$ cat config.mk
export PLATFORM = sky130hd
export DESIGN_NAME = tls_intersection_ctrl
export DESIGN_NICKNAME = d
export VERILOG_FILES = /design/src/rtl/tls_pkg.sv /design/src/rtl/tls_phase_timer.sv /design/src/rtl/tls_intersection_ctrl.sv
export SDC_FILE = /design/constraint.sdc
export NUM_CORES = 1
export LEC_CHECK = 0
export ABC_AREA = 1
export BUFFER_PORTS_ARGS = -buffer_cell sky130_fd_sc_hd__buf_4
export CELL_PAD_IN_SITES_DETAIL_PLACEMENT = 2
export CELL_PAD_IN_SITES_GLOBAL_PLACEMENT = 2
export CORE_MARGIN = 2
export CORE_UTILIZATION = 33
export CTS_CLUSTER_SIZE = 16
export DETAILED_ROUTE_END_ITERATION = 10
export PLACE_DENSITY_LB_ADDON = 0.1
export SLEW_MARGIN = 10
export SYNTH_ARGS = -nofsm -noshare
export SYNTH_HDL_FRONTEND = slang
export SYNTH_SLANG_ARGS = --single-unit
$ cat constraint.sdc
create_clock -name clk -period 7.8 [get_ports clk]
set_input_delay 0 -clock clk [delete_from_list [all_inputs] [get_ports clk]]
set_output_delay 0 -clock clk [all_outputs]
set_load 0.02 [all_outputs]
$ cat src/rtl/tls_pkg.sv
// Shared definitions for the two-approach intersection controller:
// state encoding, default field width and the {G,Y,R} lamp vectors.
package tls_pkg;

    localparam int TW_DEF = 4;

    typedef enum logic [2:0] {
        ST_INIT   = 3'd0,
        ST_A_GRN  = 3'd1,
        ST_A_YEL  = 3'd2,
        ST_CLR_AB = 3'd3,
        ST_B_GRN  = 3'd4,
        ST_B_YEL  = 3'd5,
        ST_CLR_BA = 3'd6,
        ST_WALK   = 3'd7
    } state_t;

    localparam logic [2:0] LAMP_G = 3'b100;
    localparam logic [2:0] LAMP_Y = 3'b010;
    localparam logic [2:0] LAMP_R = 3'b001;

    // Lamp decode for one approach, given which states are its green/yellow.
    function automatic logic [2:0] lamp_of(state_t s, state_t grn, state_t yel);
        if (s == grn)      return LAMP_G;
        else if (s == yel) return LAMP_Y;
        else               return LAMP_R;
    endfunction

endpackage

$ cat src/rtl/tls_phase_timer.sv
// Phase counter for the intersection controller.
//   clk, rst : clock, async active-high reset (cnt -> 1)
//   load     : restart the phase, cnt -> 1 (wins over hold)
//   hold     : freeze cnt
//   tmax     : phase length in cycles, 0 behaves as 1
//   done     : cnt has reached the phase length
module tls_phase_timer #(
    parameter int TW = 4
) (
    input  logic          clk,
    input  logic          rst,
    input  logic          load,
    input  logic          hold,
    input  logic [TW-1:0] tmax,
    output logic          done
);

    logic [TW-1:0] cnt;
    logic [TW-1:0] lim;

    assign lim  = (tmax == '0) ? TW'(1) : tmax;
    assign done = (cnt >= lim);

    always_ff @(posedge clk or posedge rst) begin
        if (rst)
            cnt <= TW'(1);
        else if (load)
            cnt <= TW'(1);
        else if (!hold && cnt != '1)
            cnt <= cnt + TW'(1);
    end

endmodule

$ cat src/rtl/tls_intersection_ctrl.sv
// Two-approach intersection sequencer with all-red clearance, a latched
// pedestrian walk phase after approach B, and emergency preemption.
//   clk, reset          : clock, async active-high reset
//   Set                 : load Gin/Yin/Cin and restart from INIT
//   Stop                : freeze state and phase counter (emg still acts)
//   Gin/Yin/Cin         : green / yellow / clearance lengths in cycles
//   ped_req             : pedestrian request (pulse or level)
//   emg, emg_dir        : preemption request and target approach (0=A, 1=B)
//   A_G..B_R, walk      : lamp outputs, decoded from registered state
//   ped_ack             : one-cycle pulse in the first WALK cycle
//   busy_emg            : emergency sequence in progress
module tls_intersection_ctrl
    import tls_pkg::*;
#(
    parameter int TW        = TW_DEF,
    parameter int WALK_TIME = 6
) (
    input  logic          clk,
    input  logic          reset,
    input  logic          Set,
    input  logic          Stop,
    input  logic [TW-1:0] Gin,
    input  logic [TW-1:0] Yin,
    input  logic [TW-1:0] Cin,
    input  logic          ped_req,
    input  logic          emg,
    input  logic          emg_dir,
    output logic          A_G,
    output logic          A_Y,
    output logic          A_R,
    output logic          B_G,
    output logic          B_Y,
    output logic          B_R,
    output logic          walk,
    output logic          ped_ack,
    output logic          busy_emg
);

    localparam logic [TW-1:0] WALK_T = TW'(WALK_TIME);

    state_t        state, nxt, x_grn;
    logic [TW-1:0] g_t, y_t, c_t, tmax;
    logic          ped_pend, emg_act, emg_tgt;
    logic          tgt, eff, fire, freeze, load, done;

    tls_phase_timer #(.TW(TW)) u_timer (
        .clk  (clk),
        .rst  (reset),
        .load (load),
        .hold (Stop),
        .tmax (tmax),
        .done (done)
    );

    always_comb begin
        tmax = TW'(1);
        case (state)
            ST_A_GRN, ST_B_GRN:   tmax = g_t;
            ST_A_YEL, ST_B_YEL:   tmax = y_t;
            ST_CLR_AB, ST_CLR_BA: tmax = c_t;
            ST_WALK:              tmax = WALK_T;
            default:              tmax = TW'(1);
        endcase
    end

    // A live request overrides the latched target; the latch keeps the
    // sequence heading to the target green even if emg drops early.
    always_comb begin
        tgt    = emg ? emg_dir : emg_tgt;
        eff    = emg | emg_act;
        x_grn  = tgt ? ST_B_GRN : ST_A_GRN;
        fire   = !Stop && done;
        nxt    = state;
        freeze = 1'b0;
        if (Set) begin
            nxt = ST_INIT;
        end else begin
            case (state)
                ST_INIT:   nxt = ST_A_GRN;
                ST_A_GRN: begin
                    if (eff && tgt)       nxt = ST_A_YEL;
                    else if (emg && !tgt) freeze = 1'b1;
                    else if (fire)        nxt = ST_A_YEL;
                end
                ST_A_YEL:  if (fire) nxt = ST_CLR_AB;
                ST_CLR_AB: if (fire) nxt = eff ? x_grn : ST_B_GRN;
                ST_B_GRN: begin
                    if (eff && !tgt)     nxt = ST_B_YEL;
                    else if (emg && tgt) freeze = 1'b1;
                    else if (fire)       nxt = ST_B_YEL;
                end
                ST_B_YEL:  if (fire) nxt = ST_CLR_BA;
                ST_CLR_BA: if (fire) nxt = eff ? x_grn : (ped_pend ? ST_WALK : ST_A_GRN);
                ST_WALK: begin
                    if (eff)       nxt = ST_CLR_BA;
                    else if (fire) nxt = ST_A_GRN;
                end
                default:   nxt = ST_INIT;
            endcase
        end
        load = Set | freeze | (nxt != state);
    end

    always_ff @(posedge clk or posedge reset) begin
        if (reset) state <= ST_INIT;
        else       state <= nxt;
    end

    always_ff @(posedge clk or posedge reset) begin
        if (reset) begin
            g_t      <= '0;
            y_t      <= '0;
            c_t      <= '0;
            ped_pend <= 1'b0;
            ped_ack  <= 1'b0;
            emg_act  <= 1'b0;
            emg_tgt  <= 1'b0;
        end else begin
            if (Set) begin
                g_t <= Gin;
                y_t <= Yin;
                c_t <= Cin;
            end
            ped_ack  <= (nxt == ST_WALK) && (state != ST_WALK);
            ped_pend <= ((nxt == ST_WALK) && (state != ST_WALK)) ? 1'b0 : (ped_pend | ped_req);
            if (Set)
                emg_act <= 1'b0;
            else if (emg) begin
                emg_act <= 1'b1;
                emg_tgt <= emg_dir;
            end else if (state == x_grn)
                emg_act <= 1'b0;  // target green now runs normal timing
        end
    end

    assign {A_G, A_Y, A_R} = lamp_of(state, ST_A_GRN, ST_A_YEL);
    assign {B_G, B_Y, B_R} = lamp_of(state, ST_B_GRN, ST_B_YEL);
    assign walk     = (state == ST_WALK);
    assign busy_emg = !reset && (emg || (emg_act && state != x_grn));

endmodule

* Yosys cells after proc, flatten, opt, wreduce, memory -nomap -nowiden *
Index checks and enable logic that the tools add are counted.

storage, ports and cells
  output and inout port bits = 9
  bits in registers = 23

cells by class
  bitwise gates (word level) = 4
  equality and inequality tests = 13
  $lt $le $gt $ge = 1
  mux-type cells = 37
  reduce and logical (&&, ||, !) cells = 20
  add/sub/neg operators = 1

operator list
  kind                                            number
  2-to-1 mux 3 bit                                19
  one-hot mux 3 bit (8 select lines)              1
  one-hot mux 4 bit (4 select lines)              1
  == test 3 bit (second input constant)           5
  2-to-1 mux 4 bit                                3
  2-to-1 mux 1 bit                                10
  logical AND 1 bit                               9
  == test 3 x 2 -> 1 bit (second input constant)  2
  inequality test 3 bit                           2
  OR reduction 2 bit                              3
  adder 4 x 1 -> 4 bit (second input constant)    1
  >= comparator 4 bit                             1
  zero test 4 bit                                 1
  2-to-1 mux 2 bit                                2
  inequality test 4 bit (second input constant)   1
  bitwise OR 1 bit                                4
  == test 3 x 1 -> 1 bit (second input constant)  1
  == test 3 bit                                   1
  zero test 1 bit                                 3
  zero test 3 bit                                 1
  inequality test 3 bit (second input constant)   1
  nonzero test 3 bit                              1
  one-hot mux 1 bit (2 select lines)              1
  nonzero test 2 bit                              1
  logical OR 1 bit                                1

* Longest topological paths before layout *
Gate-level depths: netlist of run 1.

  depth in word-level cells = 15
  depth in mapped cells = 26

* Cells and area by module *
Synthesis of run 1 repeated with hierarchy kept, for this count alone.

second synthesis, totals
  cells, all modules = 222
  area, all modules = 1609.0 um^2

modules (own cells, without submodules)
  module                 area an instance (um^2)  times used  cells each  seq. area each (um^2)
  tls_intersection_ctrl  1276.2                   1           178         475.5
  tls_phase_timer        332.8                    1           44          101.3

* Worst setup path before layout of run 1 *
Ideal clock, no wire load.

  path kind = register to register
  from = reg state[2]
  to = reg u_timer.cnt[1]
  data arrival time = 2.772 ns
  setup time = 0.072 ns
  stages on the path, launching flop included = 23
  period minus slack after synthesis = 2.843 ns
  path buffers = 1
  data required time = 7.728 ns
  slack = 4.957 ns
  cells stage by stage = dfrtp_1 > buf_4 > inv_1 > nand2_1 > nor2_1 > nor2_1 > inv_1 > a221oi_1 > nand3_1 > nand4_1 > ha_1 > nand4_1 > nand3_2 > nand2_1 > o21ai_0 > nand2_1 > inv_1 > nand3_2 > nand2_2 > nand2_1 > nand2_2 > nand3_2 > nor2_1

between the ends
  cells in the longest elaborated chain, start to end = 15

RTL lines
  item                                                    RTL line                                                  RTL
  start, declared                                         tls_intersection_ctrl.sv:41                               state_t state, nxt, x_grn;
  start signal, assigned                                  tls_intersection_ctrl.sv:106                              else state <= nxt;
  == test 3 bit (tied with other cells)                   tls_intersection_ctrl.sv:57, tls_intersection_ctrl.sv:78
  OR reduction 2 bit                                      tls_intersection_ctrl.sv:57                               case (state)
  one-hot mux 4 bit (4 select lines)                      tls_intersection_ctrl.sv:57
  zero test 4 bit                                         tls_phase_timer.sv:21                                     assign lim = (tmax == '0) ? TW'(1) : tmax;
  2-to-1 mux 4 bit                                        tls_phase_timer.sv:21
  >= comparator 4 bit                                     tls_phase_timer.sv:22                                     assign done = (cnt >= lim);
  logical AND 1 bit                                       tls_intersection_ctrl.sv:72                               fire = !Stop && done;
  2-to-1 mux 3 bit (on tied branches)                     tls_intersection_ctrl.sv:90, tls_intersection_ctrl.sv:83
  2-to-1 mux 3 bit (on tied branches)                     tls_intersection_ctrl.sv:89, tls_intersection_ctrl.sv:82
  2-to-1 mux 3 bit (on tied branches)                     tls_intersection_ctrl.sv:88, tls_intersection_ctrl.sv:81
  one-hot mux 3 bit (8 select lines)                      tls_intersection_ctrl.sv:78                               case (state)
  2-to-1 mux 3 bit                                        tls_intersection_ctrl.sv:75                               if (Set) begin
  inequality test 3 bit                                   tls_intersection_ctrl.sv:101                              load = Set | freeze | (nxt != state);
  bitwise OR 1 bit (*)                                    tls_intersection_ctrl.sv:101
  2-to-1 mux 4 bit or nonzero test 2 bit (tied branches)  n/a
  end signal, assigned                                    tls_phase_timer.sv:30                                     cnt <= cnt + TW'(1);
  end, declared                                           tls_phase_timer.sv:18                                     logic [TW-1:0] cnt;

Every way passes the cells marked *; elsewhere a longest branch is shown, timed or not.
A chain may end at the register's enable or synchronous reset.

* Final worst setup path of run 1 *
  from = reg state[2]
  to = reg u_timer.cnt[3]

Same word-level chain as after synthesis.

==> results.toml, run 1 <==
[run_status]
outcome = "finished clean"

[global_routing]
grt_pass1_vias = 1811
grt_pass1_wl_mm = 8.80
grt-ovfl-total = 0
grt_start_max_net_pins = 24
grtUsageTotal_pct = 21.7
antenna_found_initial = 0

[critical_path]
critPathCaptureType = "flip-flop"
crit_type = "reg2reg"
crit_path_end = "u_timer.cnt[3]"
worstPathArrival_ps = 3630
r2r-start = "state[2]"
rrSetupSlack_ps = 4380
reg2reg_depth = 25
start_kind = "flip-flop"
critPathMaxFanout = 8
r2r-end = "u_timer.cnt[3]"
startpoint = "state[2]"
cp_data_required_time_ps = 8010

[timing]
worst_slew_pin_slew_ps = 900
max_freq_ghz = 0.293
finalHoldViolCount = 0
period_share_pct = 43.8
fin_hold_ws_ps = 29.3
fin_crit_ps = 3420
slew-limit-headroom_pct = 39.9
finalClockSkew_ps = 2.41
rsz0062_at_grt = "no"
setup_viol = 0
setup_ws_ps = 4380
setup_tns_ps = 0
slew_violations = 0

[logic_synthesis]
synthArstFlopShare_pct = 100
synthMostInstantiatedCell = "nand2_1"
syn_inst = 223
synth_flop_cell = "dfrtp_1"
synthesis.area_um2 = 1550
synth_seq_cells = 23
synth_edf_count = 0
ys_types = 32
synth_area_leaders = "dfrtp_1, nand2_1, inv_1, ha_1, nand3_1"
syn_area_per_cell_um2 = 6.97
yosysWarningCount = 0
synth_nets = 247
synth_seq_area_share_pct = 37.1
synthTopCellsByCount = "nand2_1, inv_1, dfrtp_1"
yosys.area.top_type = "dfrtp_1"
synth_top_area_share_pct = 35.4

[clock_network]
htreeDepth = 1
clkSinkCount = 23
clk_pin_slew_ps = 90
clockBufferDepth = 2
root_buffer = "clkbuf_8"
worstSkewPairLatency_ps = 270
cts_tree = "built"
cts_buffers = 3
cts_resized = 0

[die]
start_util_pct = 35.0
die-area_um2 = 5270
coreArea_um2 = 4440
ios = 28
chipHeight_um = 72.6
rows = 24
die_w_um = 72.6

[detailed_routing]
drt_first_pass_iters = 4
vias = 1619
first_iter_violations = 58
drc = 0
wl_mm = 5.19
wl_per_cell_um = 16.5
antenna_left = 0
routed_via_density = 5.16

[power_and_ir_drop]
p_switching_mw = 0.266
power_mw = 0.544
p_int_mw = 0.278
p_leak_nw = 1.08
swShare_pct = 48.9
power_frac_clock_pct = 14.6
seqPwrFrac_pct = 29.7
irDropWorstVdd_uv = 98.2
combinationalPowerShare_pct = 55.7
powerDensity_nw_per_um2 = 276

[min_path]
min_path_type = "in2reg"
min-delay-start = "Set"

[final_layout]
design_area_um2 = 1970
syn2layout_area_growth_pct = 27.0
fin_util_pct = 44.4
drive_above_1_share_pct = 19.1
nNetsFinal = 287
instances_no_fill = 314
diodes = 0

[place]
dp_hpwl_mm = 3.83
placed_cell_area_um2 = 1790
portBuffers = 27
pre_cts_ws_ps = 4360
gp_congestion = 0.850
placedCellCount = 296

[run]
cap_violations = 0
==> cell usage in the layout (no fill, tap or decap), types with 2 or more instances in the layout <==
master / count
nand2_2: 5
nand2_1: 70
nand3_1: 11
inv_2: 3
o21ai_0: 11
ha_1: 5
a31oi_1: 2
a221oi_1: 2
nand3_2: 3
nand4_1: 7
dfrtp_1: 22
nor2_1: 14
nor2_4: 2
buf_4: 27
nor2_2: 4
clkbuf_8: 3
xor2_1: 3
dlygate4sd3_1: 14
a21oi_1: 7
inv_1: 35
==> registers in the layout, summed over array words and instances (netlist names) <==
register	cells
state	3
emg_act	1
ped_pend	1
y_t	4
ped_ack	1
g_t	4
c_t	4
emg_tgt	1
u_timer.cnt	4
==> critical path: stages (launching register included) <==
cell	delay (ps)
dfrtp_1	520
inv_1	160
nand2_1	140
nor2_1	110
nor2_1	210
inv_1	100
a221oi_1	390
nand3_1	120
nand4_1	110
ha_1	160
inv_1	40
nand2_1	40
nand2_1	40
nand2_1	70
nand3_2	160
nand2_1	170
nand2_1	70
nand2_1	60
a21oi_1	50
nand2_1	120
nand2_1	80
nand2_1	80
nand2_1	50
inv_1	80
nand3_2	100
nor2_1	100
==> cell families after synthesis <==
family / after synthesis / synth area share (%)
fa+ha+maj: 5 / 4.03
buf+inv: 45 / 11.7
flops: 23 / 37.1
xor+xnor: 3 / 1.69
mux: 1 / 0.644
simple gates: 119 / 34.9
compound gates: 27 / 9.98
==> area by class of cell <==
type | count | area (um2)
timing repair buffer | 41 | 343
clock buffer | 3 | 41.3
fill | 542 | 2470
sequential | 23 | 577
multi-input combinational | 155 | 796
tap | 52 | 65.1
clock inverter | 1 | 5.00
inverter | 39 | 146
==> worst min path at each step <==
stage / depth (start not counted) / end
after floorplan: 1 / c_t[0]
after global placement: 3 / g_t[1]
after detailed placement: 3 / g_t[1]
after CTS: 2 / emg_act
after global routing: 2 / emg_act
final: 2 / emg_act
==> power by group through the flow <==
stage	clock [mW]	combinational (mW)	sequential, mW
after global routing	0.0858	0.344	0.165
after CTS	0.0814	0.306	0.161
after detailed placement	0	0.297	0.164
after global placement	0	0.290	0.163
final	0.0795	0.303	0.161
after floorplan	0	0.221	0.151
==> routing by layer <==
layer / vias up / part of all wire, % / global-route usage (%)
li1: 776 / - / -
met1: 801 / 44 / 25.9
met2: 29 / 51 / 39.6
met3: 13 / 2.5 / 3.18
met4: 0 / 2.3 / 7.00
met5: - / 0 / 0
==> what timing repair did <==
action	CTS	global route
hold buffers	14	0
setup buffers	0	0
endpoints found under the hold margin	35	0
Power figures use the tool's default switching activity.
==> run 2: changes to the inputs <==
ABC_AREA = 0   (was 1)
CORE_UTILIZATION = 31   (was 33)
clock period = 2.9 ns   (was 7.8 ns; I/O delays follow)
==> run 2 against run 1 <==
Largest cell class unchanged. Combinational power grew to 3.5 times the previous value. Cell count rose by 6.4%. Register-to-register slack worse by 4800 ps. Wire length up 74%. Critical endpoint is now u_timer.cnt[0]. The run now ends with setup timing left.
==> results.toml, run 2 <==
[run_status]
outcome = "finished with violations"
violations = "setup timing"

[timing]
slew_violations = 0
fin_crit_ps = 3320
worst_slew_pin_slew_ps = 934
finalHoldViolCount = 0
setup_ws_ps = -415
setup_viol = 9
max_freq_ghz = 0.302
period_share_pct = 114
rsz0062_at_grt = "yes"
fin_hold_ws_ps = 27.2
finalClockSkew_ps = 4.18
slew-limit-headroom_pct = 37.7
setup_tns_ps = -2540

[critical_path]
worstPathArrival_ps = 3500
crit_type = "reg2reg"
cp_data_required_time_ps = 3080
r2r-end = "u_timer.cnt[0]"
critPathCaptureType = "flip-flop"
critPathMaxFanout = 4
rrSetupSlack_ps = -420
r2r-start = "state[2]"
start_kind = "flip-flop"
reg2reg_depth = 14

[min_path]
min_path_cells = 3
min-delay-start = "Cin[0]"
whs_endpoint = "c_t[0]"
min_path_type = "in2reg"

[final_layout]
fin_util_pct = 52.0
num-fill-cells = 525
nNetsFinal = 289
final_common_cell = "buf_4"
diodes = 0
layout_common_cells = "buf_4, dfrtp_1, nor2_1"
syn2layout_area_growth_pct = 59.4
drive_above_1_share_pct = 52.7
instances_no_fill = 334

[detailed_routing]
drc = 0
vias = 1955
wl_per_cell_um = 27.1
routed_via_density = 5.85
antenna_left = 0
first_iter_violations = 106
wl_mm = 9.04
drt_first_pass_iters = 4

[logic_synthesis]
syn_inst = 189
synthArstFlopShare_pct = 100
synth_seq_area_share_pct = 33.9
synth_area_leaders = "dfrtp_1, mux2_2, nor2_1, ha_1, a21oi_1"
yosys.area.top_type = "dfrtp_1"
synth_seq_cells = 23
yosysWarningCount = 0
synthMostInstantiatedCell = "dfrtp_1"
syn_area_per_cell_um2 = 8.99
synthTopCellsByCount = "dfrtp_1, nor2_1, mux2_2"
synth_nets = 213
synth_flop_cell = "dfrtp_1"
synth_edf_count = 0
ys_types = 57
synthesis.area_um2 = 1700
synth_top_area_share_pct = 32.4

[place]
gp_congestion = 0.858
dp_hpwl_mm = 5.31
portBuffers = 27
placedCellCount = 311

[die]
coreArea_um2 = 5200
start_util_pct = 32.6
chipHeight_um = 78.0
die_w_um = 78.0
rows = 26
ios = 28
die-area_um2 = 6090

[clock_network]
clk_pin_slew_ps = 90
worstSkewPairLatency_ps = 270
clockBufferDepth = 2
cts_buffers = 3
root_buffer = "clkbuf_8"
clkSinkCount = 23
htreeDepth = 1
cts_tree = "built"

[global_routing]
grt-ovfl-total = 0
grt_start_max_net_pins = 24
grtUsageTotal_pct = 28.5
grt_pass1_vias = 2219
antenna_found_initial = 0
grt_pass1_wl_mm = 12.9

[power_and_ir_drop]
powerDensity_nw_per_um2 = 612
p_leak_nw = 1.14
power_mw = 1.66
irDropWorstVdd_uv = 310

[run]
cap_violations = 0
## run 2: cell count changes after synthesis, moves of 6 or more
cell / previous run / this run
nand2_1: 70 / 11
inv_1: 35 / 7
mux2_2: 0 / 13
a31oi_1: 2 / 8
nand3_1: 11 / 5
nor3_1: 1 / 7
## run 2: what timing repair did
action                                  CTS  global route
gates resized for setup                  32            32
endpoints found under the hold margin    33             0
buffers inserted                          4             3
hold buffers                             12             0
pin swaps                                14             7
endpoints found under the setup margin    9             9
cloned                                    0             0
## run 2: critical path, cell delays in order (launching register included)
cell       delay [ps]
dfrtp_2           460
and2b_2           270
buf_6             120
nor2_1             50
o21a_1            240
buf_4             160
ha_1              240
nor3_4            240
o21a_4            220
buf_6             120
nor4_2             50
a2111oi_2         280
buf_4             190
nand2_1            70
or4_1             520
## run 2: cells by family (layout without fill, tap and decap cells)
logic type	count (synthesis)	count (layout)	synth area share, %
compound gates	53	53	21.9
xor+xnor	2	2	1.03
fa+ha+maj	5	5	3.68
buf+inv	17	92	4.71
flops	23	23	33.9
mux	16	16	10.4
simple gates	73	73	24.3
## run 2: where the power goes
group | switching (mW) | internal, mW | leakage (nW)
registers | 0.0414 | 0.359 | 0.275
clock network | 0.109 | 0.0982 | 0.0228
logic | 0.572 | 0.478 | 0.845
total | 0.723 | 0.935 | 1.14
## run 2: layer usage
layer  share of wire [%]  vias to the layer above  wire (um)  track usage, %
met4                 3.4                        0        310            9.65
met3                 3.1                       29        281            2.87
met1                  37                      997       3350            33.1
met5                   0                        -          0               0
li1                    -                      863          -               -
met2                  56                       66       5090            54.1
## run 2: how the worst max path moves through the flow
stage | from | end | slack, ps
floorplan | state[0] | u_timer.cnt[0] | -150
global placement | state[0] | u_timer.cnt[0] | -320
detailed placement | state[0] | u_timer.cnt[0] | -420
CTS | state[0] | u_timer.cnt[0] | -190
global route | state[0] | u_timer.cnt[0] | -430
finish | state[2] | u_timer.cnt[0] | -420
## run 2: final cells by class
type	count	area, um2	area share [%]
Sequential cell	23	581	21.4
Inverter	8	31.3	1.16
Multi-Input combinational cell	149	1290	47.7
Timing Repair Buffer	80	672	24.8
Tap cell	70	87.6	3.23
Clock buffer	4	45.0	1.66
## run 2: through the flow
| stage | area (um2) | setup slack, ps |
|---|---|---|
| floorplan | 1750 | -152 |
| global placement | 2230 | -321 |
| detailed placement | 2230 | -423 |
| CTS | 2570 | -191 |
| global route | 2710 | -429 |
| finish | 2710 | -415 |
==> run 3: changes to the inputs <==
CORE_UTILIZATION = 37   (was 31)
clock period = 3.9 ns   (was 2.9 ns; I/O delays follow)
==> run 3 against run 2 <==
The flow now finishes without violations. Critical path depth shrank 3. Clock power fell by 21%. Design area fell by 20%. Cell count fell by 16%. Sequential power decreased by 25%. Global-route usage decreased by 1.0 points. Combinational power is 58% lower. Sequential share of layout area grew 5.3 points. Critical path type unchanged. Critical endpoint unchanged. Largest power group unchanged.
==> results.toml, run 3 (synthesized netlist as in run 2, its figures left out) <==
[run_status]
outcome = "finished clean"

[min_path]
min_path_cells = 3
whs_endpoint = "emg_act"
min-delay-start = "emg"
min_path_type = "in2reg"

[clock_network]
clkSinkCount = 23
root_buffer = "clkbuf_8"
post_cts.repair.setup_buffers = 0
worstSkewPairLatency_ps = 270
htreeDepth = 1
clk_pin_slew_ps = 100
clockBufferDepth = 2
cts_buffers = 3
cts_tree = "built"

[detailed_routing]
drc = 0
routed_via_density = 6.10
vias = 1713
drt_first_pass_iters = 4
wl_mm = 6.69
wl_per_cell_um = 23.8
first_iter_violations = 85
antenna_left = 0

[power_and_ir_drop]
irDropWorstVdd_uv = 157
powerDensity_nw_per_um2 = 419
p_leak_nw = 0.927

[final_layout]
final_common_cell = "buf_4"
syn2layout_area_growth_pct = 27.6
layout_common_cells = "buf_4, dfrtp_1, nor2_1"
drive_above_1_share_pct = 30.1
nNetsFinal = 254
multi_input_area_um2 = 1070
diodes = 0
regArea_um2 = 579
num-fill-cells = 468

[global_routing]
antenna_found_initial = 0
grt_pass1_wl_mm = 10.6
grtUsageTotal_pct = 27.5
grt-ovfl-total = 0
grt_start_max_net_pins = 24
grt_pass1_vias = 1940

[critical_path]
start_kind = "flip-flop"
rrSetupSlack_ps = 160
critPathMaxStageDelay_ps = 540
reg2reg_depth = 11
crit_type = "reg2reg"
r2r-end = "u_timer.cnt[0]"
cp_data_required_time_ps = 4100
worstPathArrival_ps = 3940
path_buf_inv = 0
path_delay_family = "compound AO/OA/AOI/OAI gates"
critPathCaptureType = "flip-flop"
critPathMaxFanout = 15
crit_chain = "and2b_1 > o21ai_0 > o221ai_1 > a31o_2 > ha_1 > nor2b_1 > o21a_1 > or3_1 > a2bb2oi_2 > a21oi_1 > or4_1"
r2r-start = "state[2]"
crit_path_top_delay_cell = "or4_1"

[timing]
max_freq_ghz = 0.267
fin_hold_ws_ps = 67.7
finalClockSkew_ps = 2.52
setup_tns_ps = 0
worst_slew_pin_slew_ps = 947
period_share_pct = 95.9
slew-limit-headroom_pct = 36.8
fin_crit_ps = 3740
setup_ws_ps = 158
setup_viol = 0
rsz0062_at_grt = "no"
slew_violations = 0
finalHoldViolCount = 0

[place]
dp_hpwl_mm = 4.56
portBuffers = 27
pre_cts_ws_ps = 86.4
gp_congestion = 0.835

[die]
die_w_um = 71.8
start_util_pct = 38.8
die-area_um2 = 5150
rows = 24
coreArea_um2 = 4380
chipHeight_um = 71.8
ios = 28

[run]
cap_violations = 0
-- run 3: cell count changes in the layout (fill, tap and decap cells not counted), sizes merged --
cell         delta
clkbuf          -1
clkinvlp        +1
buf            -37
dlygate4sd3     +2
-- run 3: final cells by class --
class | instances | share of cell area (%)
clock buffers | 3 | 1.90
clock inverters | 1 | 0.346
inverters | 8 | 1.38
multi-input cells | 149 | 49.5
flip-flops and latches | 23 | 26.7
well taps | 52 | 3.00
repair buffers | 45 | 17.2
-- run 3: worst min-delay path, cell delays in order --
cell    delay, ps
buf_4         150
nor2_1         80
nor2_1         80
-- run 3: what timing repair did --
| action | CTS | global route |
|---|---|---|
| hold buffers | 14 | 0 |
| setup endpoints to repair | 0 | 6 |
| hold endpoints to repair | 35 | 0 |
| gates resized for setup | 0 | 7 |
-- run 3: power breakdown --
part           switching, mW  total, mW  internal (mW)
Sequential            0.0346      0.301          0.266
Combinational          0.270      0.443          0.174
Clock                 0.0912      0.164         0.0726
-- run 3: layer usage --
metal	share of wire [%]	track usage, %	up-vias	wire, um
li1	-	-	788	-
met3	2.5	3.66	12	165
met2	51	48.3	37	3410
met4	2.5	9.85	0	169
met1	44	34.3	876	2940
met5	0	0	-	0
-- run 3: worst max-delay path by stage --
| stage | from | to | slack, ps | cells past startpoint |
|---|---|---|---|---|
| 2_1_floorplan | state[0] | u_timer.cnt[0] | 250 | 13 |
| 3_3_place_gp | state[2] | u_timer.cnt[0] | 320 | 11 |
| 3_5_place_dp | state[2] | u_timer.cnt[0] | 90 | 11 |
| 4_1_cts | state[2] | u_timer.cnt[0] | 50 | 11 |
| 5_1_grt | state[2] | u_timer.cnt[0] | 20 | 11 |
| 6_report | state[2] | u_timer.cnt[0] | 160 | 11 |
-- run 3: metrics by stage --
stage          power (mW)  instance area (um2)  std cells  util (%)
5_1_grt             0.962                 2170        281      49.5
2_1_floorplan       0.565                 1700        189         -
3_5_place_dp        0.700                 1950        263      44.4
3_3_place_gp        0.677                 1950        263      44.4
4_1_cts             0.871                 2140        281      48.7
6_report            0.908                 2170        281      49.5
